## src/rtl/uart_tx_sched.sv

```systemverilog
// uart_tx_sched: arbitrates the shared uart_tx serializer between the one-shot
// boot sync byte (LOAD mode) and OUT bytes queued in a small register FIFO.
module uart_tx_sched #(
  parameter int unsigned DEPTH_LOG2 = 4,
  parameter logic [7:0]  SYNC_BYTE  = 8'hAA,
  parameter logic [2:0]  MODE_LOAD  = 3'd1
) (
  input  logic                  clk,
  input  logic                  rstn,
  input  logic [2:0]            mode,
  input  logic                  out_valid,
  input  logic [7:0]            out_data,
  output logic                  out_ready,
  input  logic                  tx_busy,
  output logic                  tx_start,
  output logic [7:0]            tx_data,
  output logic                  aa_sent,
  output logic [DEPTH_LOG2:0]   fifo_count,
  output logic                  idle
);

  localparam int unsigned DEPTH = 1 << DEPTH_LOG2;
  localparam logic [DEPTH_LOG2:0] FULL = (DEPTH_LOG2 + 1)'(DEPTH);

  typedef enum logic [1:0] {
    StIdle,
    StStart,
    StHold,
    StDrain
  } state_e;

  state_e state_q, state_d;

  logic [7:0]            mem_q [DEPTH];
  logic [DEPTH_LOG2-1:0] wr_ptr_q, wr_ptr_d;
  logic [DEPTH_LOG2-1:0] rd_ptr_q, rd_ptr_d;
  logic [DEPTH_LOG2:0]   count_q, count_d;
  logic [7:0]            tx_data_q, tx_data_d;
  logic                  sync_flag_q, sync_flag_d;
  logic                  aa_sent_q, aa_sent_d;

  logic push;
  logic pop;

  // out_ready depends only on the registered count, so a pop on the same edge
  // never opens room for a push on that edge.
  assign out_ready  = (count_q != FULL);
  assign push       = out_valid && out_ready;
  assign fifo_count = count_q;
  assign tx_data    = tx_data_q;
  assign aa_sent    = aa_sent_q;
  assign tx_start   = (state_q == StStart);
  assign idle       = (count_q == '0) && (state_q == StIdle) && !tx_busy;

  // FIFO storage: written on accepted pushes only, no reset needed.
  always_ff @(posedge clk) begin
    if (push) begin
      mem_q[wr_ptr_q] <= out_data;
    end
  end

  // FIFO pointer and occupancy next-state; pointers wrap naturally.
  always_comb begin
    wr_ptr_d = wr_ptr_q;
    rd_ptr_d = rd_ptr_q;
    count_d  = count_q;
    if (push) begin
      wr_ptr_d = wr_ptr_q + DEPTH_LOG2'(1);
    end
    if (pop) begin
      rd_ptr_d = rd_ptr_q + DEPTH_LOG2'(1);
    end
    if (push && !pop) begin
      count_d = count_q + 1'b1;
    end else if (pop && !push) begin
      count_d = count_q - 1'b1;
    end
  end

  // Scheduler next-state: sync byte has priority in LOAD, FIFO served otherwise.
  always_comb begin
    state_d     = state_q;
    tx_data_d   = tx_data_q;
    sync_flag_d = sync_flag_q;
    aa_sent_d   = aa_sent_q;
    pop         = 1'b0;
    unique case (state_q)
      StIdle: begin
        // Both paths wait for tx_busy low so a byte left in flight by a reset
        // is never overrun.
        if ((mode == MODE_LOAD) && !aa_sent_q && !tx_busy) begin
          tx_data_d   = SYNC_BYTE;
          sync_flag_d = 1'b1;
          state_d     = StStart;
        end else if ((mode != MODE_LOAD) && (count_q != '0) && !tx_busy) begin
          tx_data_d   = mem_q[rd_ptr_q];
          pop         = 1'b1;
          sync_flag_d = 1'b0;
          state_d     = StStart;
        end
      end
      StStart: begin
        state_d = StHold;
      end
      StHold: begin
        // uart_tx raises tx_busy one cycle after sampling tx_start.
        state_d = StDrain;
      end
      StDrain: begin
        if (!tx_busy) begin
          if (sync_flag_q) begin
            aa_sent_d = 1'b1;
          end
          state_d = StIdle;
        end
      end
      default: begin
        state_d = StIdle;
      end
    endcase
  end

  // State, pointer and output registers.
  always_ff @(posedge clk or negedge rstn) begin
    if (!rstn) begin
      state_q     <= StIdle;
      wr_ptr_q    <= '0;
      rd_ptr_q    <= '0;
      count_q     <= '0;
      tx_data_q   <= '0;
      sync_flag_q <= 1'b0;
      aa_sent_q   <= 1'b0;
    end else begin
      state_q     <= state_d;
      wr_ptr_q    <= wr_ptr_d;
      rd_ptr_q    <= rd_ptr_d;
      count_q     <= count_d;
      tx_data_q   <= tx_data_d;
      sync_flag_q <= sync_flag_d;
      aa_sent_q   <= aa_sent_d;
    end
  end

endmodule
```

## config.mk

```make
export PLATFORM = sky130hd
export DESIGN_NAME = uart_tx_sched
export DESIGN_NICKNAME = d
export VERILOG_FILES = /design/src/rtl/uart_tx_sched.sv
export SDC_FILE = /design/constraint.sdc
export NUM_CORES = 1
export LEC_CHECK = 0
export BUFFER_PORTS_ARGS = -buffer_cell sky130_fd_sc_hd__buf_2
export CORE_UTILIZATION = 60
export DETAILED_ROUTE_END_ITERATION = 7
export GPL_ROUTABILITY_DRIVEN = 0
export PLACE_DENSITY_LB_ADDON = 0.05
export SLEW_MARGIN = 20
export SYNTH_ARGS = -nofsm -noshare
export SYNTH_HDL_FRONTEND = slang
export SYNTH_SLANG_ARGS = --single-unit
```

## constraint.sdc

```tcl
create_clock -name clk -period 5.79 [get_ports clk]
set_input_delay 1.158 -clock clk [delete_from_list [all_inputs] [get_ports clk]]
set_output_delay 1.158 -clock clk [all_outputs]
set_load 0.005 [all_outputs]
```

==> results summary, run 1 <==
During I/O placement, the number of pins put on the boundary was 32. The CTS sink count is 153. The area occupied by multi-input gates is 0.00168 mm^2. The run finished with clean final reports.

The slack of the critical path came out at approximately 2.4 ns. The biggest area contributor in the post-synthesis netlist is sky130_fd_sc_hd__edfxtp_1. The count of input and output buffers is 31. The number of gates resized after CTS was 0. Fill cells in the final layout number about 630.

The multiplexer area fraction after synthesis came out at 12.7%. The critical path endpoint category is a flop. In this run the cell area of the synthesized design comes to slightly above 0.006 mm^2. The clock transition at the registers of the reported paths came out at ~0.060 ns.

In the final layout, flip-flops and latches occupy 0.00447 mm^2. The count of nets left with antenna violations once routing finished came out at 0. Across the VDD grid, the largest voltage drop is a little over 0.0004 V.

The internal power of the cells totals 2.56 mW. The leakage component of the power is 2.49 nW. The area of the die came out at 0.0108 mm^2. The sequential-to-total area share from yosys stat came out at a little under three quarters. The net count of the mapped netlist came out at 380. The maximum cell stage delay along the critical path is 0.77 ns.

Static timing analysis puts the maximum clock frequency at 0.298 GHz. The slew of the pin with the lowest slew margin is 1.00 ns. The number of max-cap violations came out at 0. The fraction of the mapped netlist area in simple logic gates is about 5.7%.

The critical path data arrival time came out at about 3.8 ns. The number of placement rows came out at 36. The number of antenna repair diodes is 0. In the final layout, the share of cells above drive strength 1 is 26.7%. In this design, the largest share of critical-path delay is due to simple AND/OR/NAND/NOR gates. The depth of the CTS H-tree is 4.

The global-route wire length before repair is 18,600 um. The number of flip-flops and latches in the synthesized netlist came out at 153. The worst hold path belongs to the class flop to flop. The critical path is of the input pin to flop type. The yosys synthesis warning count is 0. The xor/xnor share of the synthesized area is around 1.5%. The clock network burns 30.6% of the power. The switching fraction of total power is 30.6%. The aggregate routed wire length came out at 11,800 um. TritonCTS built the clock tree. The root buffer cell chosen for the clock tree is sky130_fd_sc_hd__clkbuf_8. STA puts the critical path data required time at 6.19 ns.

The via-per-instance ratio came out at 6.01. The standard cell core area is 0.00991 mm^2. For this configuration, the core starts out at a cell density of 62.8%. In the synthesized netlist the dominant register cell turns out to be sky130_fd_sc_hd__edfxtp_1. The clock latency on the worst-skew pair came out at 0.52 ns. The via count of the first global-routing pass is between 3,000 and 4,000. The synthesis-to-finish area growth is 14.5%. The routed wire length per instance came out at 22.1 um. The power density over the cells is slightly above 500 mW/mm^2.

The worst max-slew margin expressed relative to the limit is 33.0%. Dividing the final minimum period by the clock period gives between 50 and 60%. The synthesized instance count came out at 351.

The quantity of hold-fixing buffers added after cts came out at 0. The peak fanout along the critical path is 14. Hold is met by 0.497 ns. The largest clock skew in the final design is 0.0131 ns. After detailed routing, the number of remaining DRC violations is 0.

The number of setup buffers added after CTS is 0. Among all stages on the critical path, the largest delay is contributed by sky130_fd_sc_hd__nor3_2. The sum of net half-perimeters after detailed placement came out at 7410 um. The first-pass iteration count of the detailed router came out at 4. The number of slew-limit violations in the final report came out at 0. Setup violations remaining at the end of the flow were counted as 0.

The post-synthesis adder-cell area fraction came out at 2.93%. The first routing iteration left 347 violations. The finished cells cover between 0.007 and 0.008 mm^2. Summing the areas of all compound-gate instances in the mapped netlist gives around 3.7% of the synthesized area.

The final-report hold violation count is 0. The switching power summed over all nets is between 1 and 1.5 mW. The vertical extent of the die came out at 104 um. After detailed placement, the design holds a cell count of between 500 and 600.

The number of enable flip-flop cells after synthesis is between 100 and 150. The number of antenna violations at the first check in global routing came out at 0. The synthesized area per cell came out at 17.7 um^2. The width of the die is 104 um. The standard cell area after detailed placement is 0.00652 mm^2. TritonCTS created 17 clock buffers. The maximum count of clock buffers along a single path came out at 2. Summing over every cut layer, the via total after detailed routing is around 3,200. The post-placement setup slack came out at between 1.5 and 2 ns. The largest net degree at the start of global routing came out at 30.

The combinational power share is between 20% and 30%. The overall routing resource usage came out at 23.9%. The async set-or-reset flop fraction in the synthesized netlist is 16.3%. By area, the combinational part of the netlist is dominated by multiplexers. The leftover overflow at the end of global routing is 0.

After routing, the total negative slack on setup checks comes to 0 ns. Setup repair after global routing left no endpoint under its margin. The signal on the critical path passes through buf_2 > nand2b_1 > nor3_2 > inv_1 > ha_1 > inv_1 > ha_1 > a21o_1 > a21oi_1 > xnor2_1 > nor2_1 > xor2_1. After synthesis, the netlist uses 44 different library cells. The time the worst path needs with I/O delays and setup came out at 3.35 ns.

The number of nets in the final layout is 417. The register share of total power came out at a little over two fifths. STA classifies the critical path startpoint as an input pin.

The buffers plus inverters on the worst setup path came out at 3. By area the synthesized netlist is led by sky130_fd_sc_hd__edfxtp_1 (62%), sky130_fd_sc_hd__mux4_2 (10%), sky130_fd_sc_hd__dfrtp_1 (10%). The final cell count without fillers is 534. The share of Yosys cell area claimed by the top area cell type came out at 61.7%.
-- cell usage in the layout, fill, tap and decap left out, types with 5 or more instances in the layout --
master                      instances
sky130_fd_sc_hd__a31oi_1            6
sky130_fd_sc_hd__buf_2             31
sky130_fd_sc_hd__clkbuf_16         16
sky130_fd_sc_hd__clkinv_4           5
sky130_fd_sc_hd__dfrtp_1           25
sky130_fd_sc_hd__edfxtp_1         128
sky130_fd_sc_hd__ha_1              13
sky130_fd_sc_hd__inv_1              6
sky130_fd_sc_hd__mux2_2             5
sky130_fd_sc_hd__mux2i_1            9
sky130_fd_sc_hd__mux4_2            28
sky130_fd_sc_hd__nand2_1           22
sky130_fd_sc_hd__nand3_1            9
sky130_fd_sc_hd__nor2_1            23
sky130_fd_sc_hd__nor3_2             5
sky130_fd_sc_hd__xnor2_1            8
-- worst min-delay path, stage by stage, from the launching register on --
cell                      delay (ns)
sky130_fd_sc_hd__dfrtp_1        0.34
sky130_fd_sc_hd__nor2_1         0.05
sky130_fd_sc_hd__nor2_1         0.07
-- logic make-up (layout without fill, tap and decap cells) --
family                     count (synthesis)  after routing
muxes                                     43             43
xor gates and xnor gates                  11             11
AOI/OAI and AO/OA                         32             32
adders and majority gates                 14             14
and+or+nand+nor                           76             76
DFF                                      153            153
buffers and inverters                     22             72
-- cell type report --
class                      count  area share [%]
sequential                   153            62.7
multi-input combinational    176            23.6
timing repair buffer          34            2.49
tap                          133            2.33
clock buffer                  17            5.81
inverter                       6           0.316
clock inverter                15            2.81
-- power groups by stage --
stage	combinational, mW	clock, mW	sequential (mW)
3_5_place_dp	1.00	0	1.58
4_1_cts	1.01	1.14	1.56
6_report	1.00	1.13	1.56
5_1_grt	1.10	1.18	1.58
3_3_place_gp	0.981	0	1.57
2_1_floorplan	0.798	0	1.48
-- cells in the mapped netlist (5+ instances only) --
library cell               number
sky130_fd_sc_hd__edfxtp_1     128
sky130_fd_sc_hd__nand3_1        9
sky130_fd_sc_hd__a31oi_1        6
sky130_fd_sc_hd__inv_1          6
sky130_fd_sc_hd__mux4_2        28
sky130_fd_sc_hd__nor2_1        23
sky130_fd_sc_hd__nor3_1         6
sky130_fd_sc_hd__dfrtp_1       25
sky130_fd_sc_hd__buf_2          7
sky130_fd_sc_hd__mux2i_1        9
sky130_fd_sc_hd__ha_1          13
sky130_fd_sc_hd__xnor2_1        8
sky130_fd_sc_hd__nand2_1       22
sky130_fd_sc_hd__mux2_2         5
-- path summary, 6_finish.rpt --
check,slack [ns],end,depth (start not counted),from
worst max-delay path,2.44,fifo_count[4],12,tx_busy
worst min-delay path,0.50,sync_flag_q,2,sync_flag_q
max in group asynchronous,4.75,rd_ptr_q[3],1,rstn
worst min register to register,0.50,sync_flag_q,2,sync_flag_q
worst max register to register,2.55,fifo_count[4],13,state_q[0]
min in group asynchronous,0.63,fifo_count[0],1,rstn
-- stage by stage --
| step | power, mW | utilization (%) |
|---|---|---|
| 5_1_grt | 3.87 | 72.0 |
| 6_report | 3.69 | 72.0 |
| 2_1_floorplan | 2.28 | - |
| 3_5_place_dp | 2.58 | 65.8 |
| 4_1_cts | 3.71 | 72.0 |
| 3_3_place_gp | 2.55 | 65.8 |
-- state kept, by name, summed over array words and instances, names as in the netlist --
name	cells
tx_data	8
rd_ptr_q	4
aa_sent	1
sync_flag_q	1
state_q	2
wr_ptr_q	4
mem_q	128
fifo_count	5
-- per-layer routing --
layer	global-route usage [%]	vias up	wire [um]
met5	0	-	0
li1	-	1453	-
met3	5.39	7	624
met4	10.7	0	138
met2	36.8	101	5950
met1	33.4	1651	5090
(Power assumes the default switching activity.)
==> inputs of run 2 (changes only) <==
==> constraint.sdc (replaced) <==
create_clock -name clk -period 3.4 [get_ports clk]
set_input_delay 0.68 -clock clk [delete_from_list [all_inputs] [get_ports clk]]
set_output_delay 0.68 -clock clk [all_outputs]
set_load 0.005 [all_outputs]
==> run 2 against run 1 <==
  * Clock power grew 79%
  * First-iteration DRC count shrank 22%
  * Critical path depth is the same
  * Via count grew 0.53%
  * Cell count grew 1.9%
  * Setup slack lost 1.8 ns
  * Utilization grew 0.87 points
  * Sequential power grew 70%
==> results summary, run 2 (synthesis results as in run 1) <==
The largest net degree at the start of global routing came out at 33 (+10%). The DRC violation total after the first TritonRoute iteration came out at 270 (-22%). Leaving out fill and tap cells, the most frequent cell in the layout is sky130_fd_sc_hd__edfxtp_1. The number of antenna repair diodes came out at 0 (unchanged).

The via-per-instance ratio is 5.94 (-1.3%). The leakage component of the power is 2.56 nW (+2.6%). The detailed-routing wirelength on met1 is 5020 um (-1.4%). The worst voltage drop across the vdd grid came out at 0.000428 V (+5.2%). The number of placement rows is 36 (unchanged). The standard cell core area came out at 0.00991 mm^2 (unchanged).

The worst max-slew margin expressed relative to the limit came out at 29.0% (-3.9 points). The maximum frequency from static timing analysis came out at 0.358 GHz. The required time at the worst-slack endpoint came out at 3.80 ns (-2.39 ns). The clock share of power came out at 31.7% (+1.1 points). The leftover overflow at the end of global routing came to 0 (unchanged). The buffer cell driving the clock tree root is sky130_fd_sc_hd__clkbuf_8. The register share of total power came out at 41.6% (-0.6 points).

The initial standard-cell utilization of the core came out at 62.8% (unchanged). The remaining antenna violation count after routing is 0 (unchanged). The flow ran to the end, and the final reports show no timing, DRC or antenna violations. The via count of the first global-routing pass is 3,319 (-1.1%). The area occupied by registers came out at 0.00447 mm^2 (unchanged). The TritonCTS clock tree is yes. The number of max-cap violations is 0 (unchanged). Signal routing reaches up to met4. The largest clock skew in the final design is 0.0108 ns (-0.00234 ns).

The CTS sink count is 153 (unchanged). The peak fanout along the critical path is 6 (-8). The quantity of hold-fixing buffers added after cts came out at 0 (unchanged). The first-pass iteration count of the detailed router came out at 4 (unchanged). The worst path needs 2.80 ns of the cycle, external delays included.

The number of antenna violations at the first check in global routing is 0 (unchanged). The slew of the pin with the lowest slew margin is 1.06 ns (+0.0643 ns). The wire length on met3 came out at 627 um (+0.48%).

The clock latency on the worst-skew pair came out at 0.52 ns (about the same). The post-CTS setup-driven buffer insertion count is 0 (unchanged). The total via count in the routed design is 3,229 (+0.53%). The number of top-level pins came out at 32 (unchanged). The sum of net half-perimeters after detailed placement came out at 7330 um (-1.1%).

The area of the die came out at 0.0108 mm^2 (unchanged). STA classifies the critical path startpoint as a flop. The worst setup path is captured at a flop. The global-route wire length before repair came out at 18,900 um (+1.3%). The tightest min-delay check is of the input pin to async pin type. The internal power of the cells came out at 4.48 mW (+75%). The critical path in this run is classified as flop to flop. The final setup violation count is 0 (unchanged). The power density over the cells came out at 884 mW/mm^2 (+71%). The top cell types in the final layout, fill and taps aside, are sky130_fd_sc_hd__edfxtp_1 (128), sky130_fd_sc_hd__buf_2 (31), sky130_fd_sc_hd__mux4_2 (28).

The critical path data arrival time is 3.20 ns (-0.56 ns). The width of the die came out at 104 um (unchanged). The count of input and output buffers came out at 31 (unchanged). The filler cell count is 622 (-0.48%). The number of nets in the final layout is 427 (+2.4%). Ranked by flip-flop count, first place goes to mem_q.

The met2 layer wire length in the routed design came out at 6030 um (+1.4%). The synthesis-to-finish area growth is 15.9%. The depth of the CTS H-tree is 4 (unchanged). The aggregate routed wire length came out at 11,800 um (+0.21%). The total chip power came out at 6.38 mW (+73%).

The flip-flop count of the largest register, all copies and words added is 128 (unchanged). The vertical extent of the die came out at 104 um (unchanged). The DRC violations left came to 0 (unchanged). The proportion of layout cells with a drive suffix above 1 came out at 27.7% (+1.1 points). The routed wire length per instance is 21.7 um (-1.6%). The switching power summed over all nets is 1.90 mW (+68%).

The final-report hold violation count was 0 (unchanged). The part of the cycle the worst path needs came out at 82.3%. The overall routing resource usage is 24.4% (+0.42 points).

The maximum count of clock buffers along a single path came out at 2 (unchanged). The post-cts gate resize count was 0 (unchanged). The clock transition at the registers of the reported paths came out at 0.06 ns (about the same).

The final total negative setup slack came to 0 ns (unchanged). The total CTS buffers is 17 (unchanged). The combinational power share is 26.8% (-0.4 points). The switching fraction of total power came out at 29.7% (-0.84 points). The number of slew-limit violations in the final report is 0 (unchanged). The area occupied by multi-input gates is 0.00166 mm^2 (-1.2%). Setup repair after global routing left no endpoint under its margin.
==> run 2: stage by stage <==
step	hold slack, ns	instances	worst slack [ns]	utilization [%]	cell area [um^2]
after floorplan	0.384	351	0.529	-	6230
after global placement	0.483	512	0.554	66.3	6570
after detailed placement	0.477	512	0.501	66.3	6570
after CTS	0.192	544	0.574	72.8	7220
after global routing	0.211	544	0.416	72.8	7220
final	0.166	544	0.603	72.8	7220
==> run 2: cell type report <==
type / instances / share of cell area, %
sequential: 153 / 61.9
multi-input combinational: 176 / 23.0
clock buffer: 18 / 5.93
tap: 133 / 2.31
inverter: 6 / 0.312
clock inverter: 14 / 3.02
timing repair buffer: 44 / 3.50
==> run 2: final timing paths <==
kind                                    start            end  slack, ns  cells past startpoint
min in group clk                      tx_busy        aa_sent       0.40                      2
worst max-delay path            fifo_count[0]  fifo_count[4]       0.60                     12
worst min-delay path                     rstn  fifo_count[0]       0.17                      1
worst max register to register  fifo_count[0]  fifo_count[4]       0.60                     12
max in group asynchronous                rstn     tx_data[2]       2.82                      1
worst min register to register     tx_data[6]     tx_data[6]       0.50                      1
==> run 2: power groups by stage <==
stage / clock, mW / combinational [mW] / sequential [mW]
CTS: 2.04 / 1.73 / 2.65
global route: 2.11 / 1.88 / 2.70
finish: 2.02 / 1.71 / 2.65
floorplan: 0 / 1.36 / 2.52
detailed placement: 0 / 1.71 / 2.68
global placement: 0 / 1.68 / 2.66
==> run 2: critical path: stages, from the launching register on <==
cell	delay, ns
sky130_fd_sc_hd__dfrtp_1	0.45
sky130_fd_sc_hd__or4_4	0.60
sky130_fd_sc_hd__nor2_1	0.13
sky130_fd_sc_hd__nor3_2	0.06
sky130_fd_sc_hd__inv_1	0.07
sky130_fd_sc_hd__ha_1	0.17
sky130_fd_sc_hd__inv_1	0.10
sky130_fd_sc_hd__fa_1	0.40
sky130_fd_sc_hd__a21o_1	0.17
sky130_fd_sc_hd__a21oi_1	0.17
sky130_fd_sc_hd__xnor2_1	0.14
sky130_fd_sc_hd__nor2_1	0.07
sky130_fd_sc_hd__xor2_1	0.14
==> run 2: per-layer routing <==
metal  vias to the layer above  track usage [%]
li1                       1469                -
met5                         -                0
met4                         0             8.16
met1                      1643             33.5
met2                       103             38.8
met3                        14             6.08
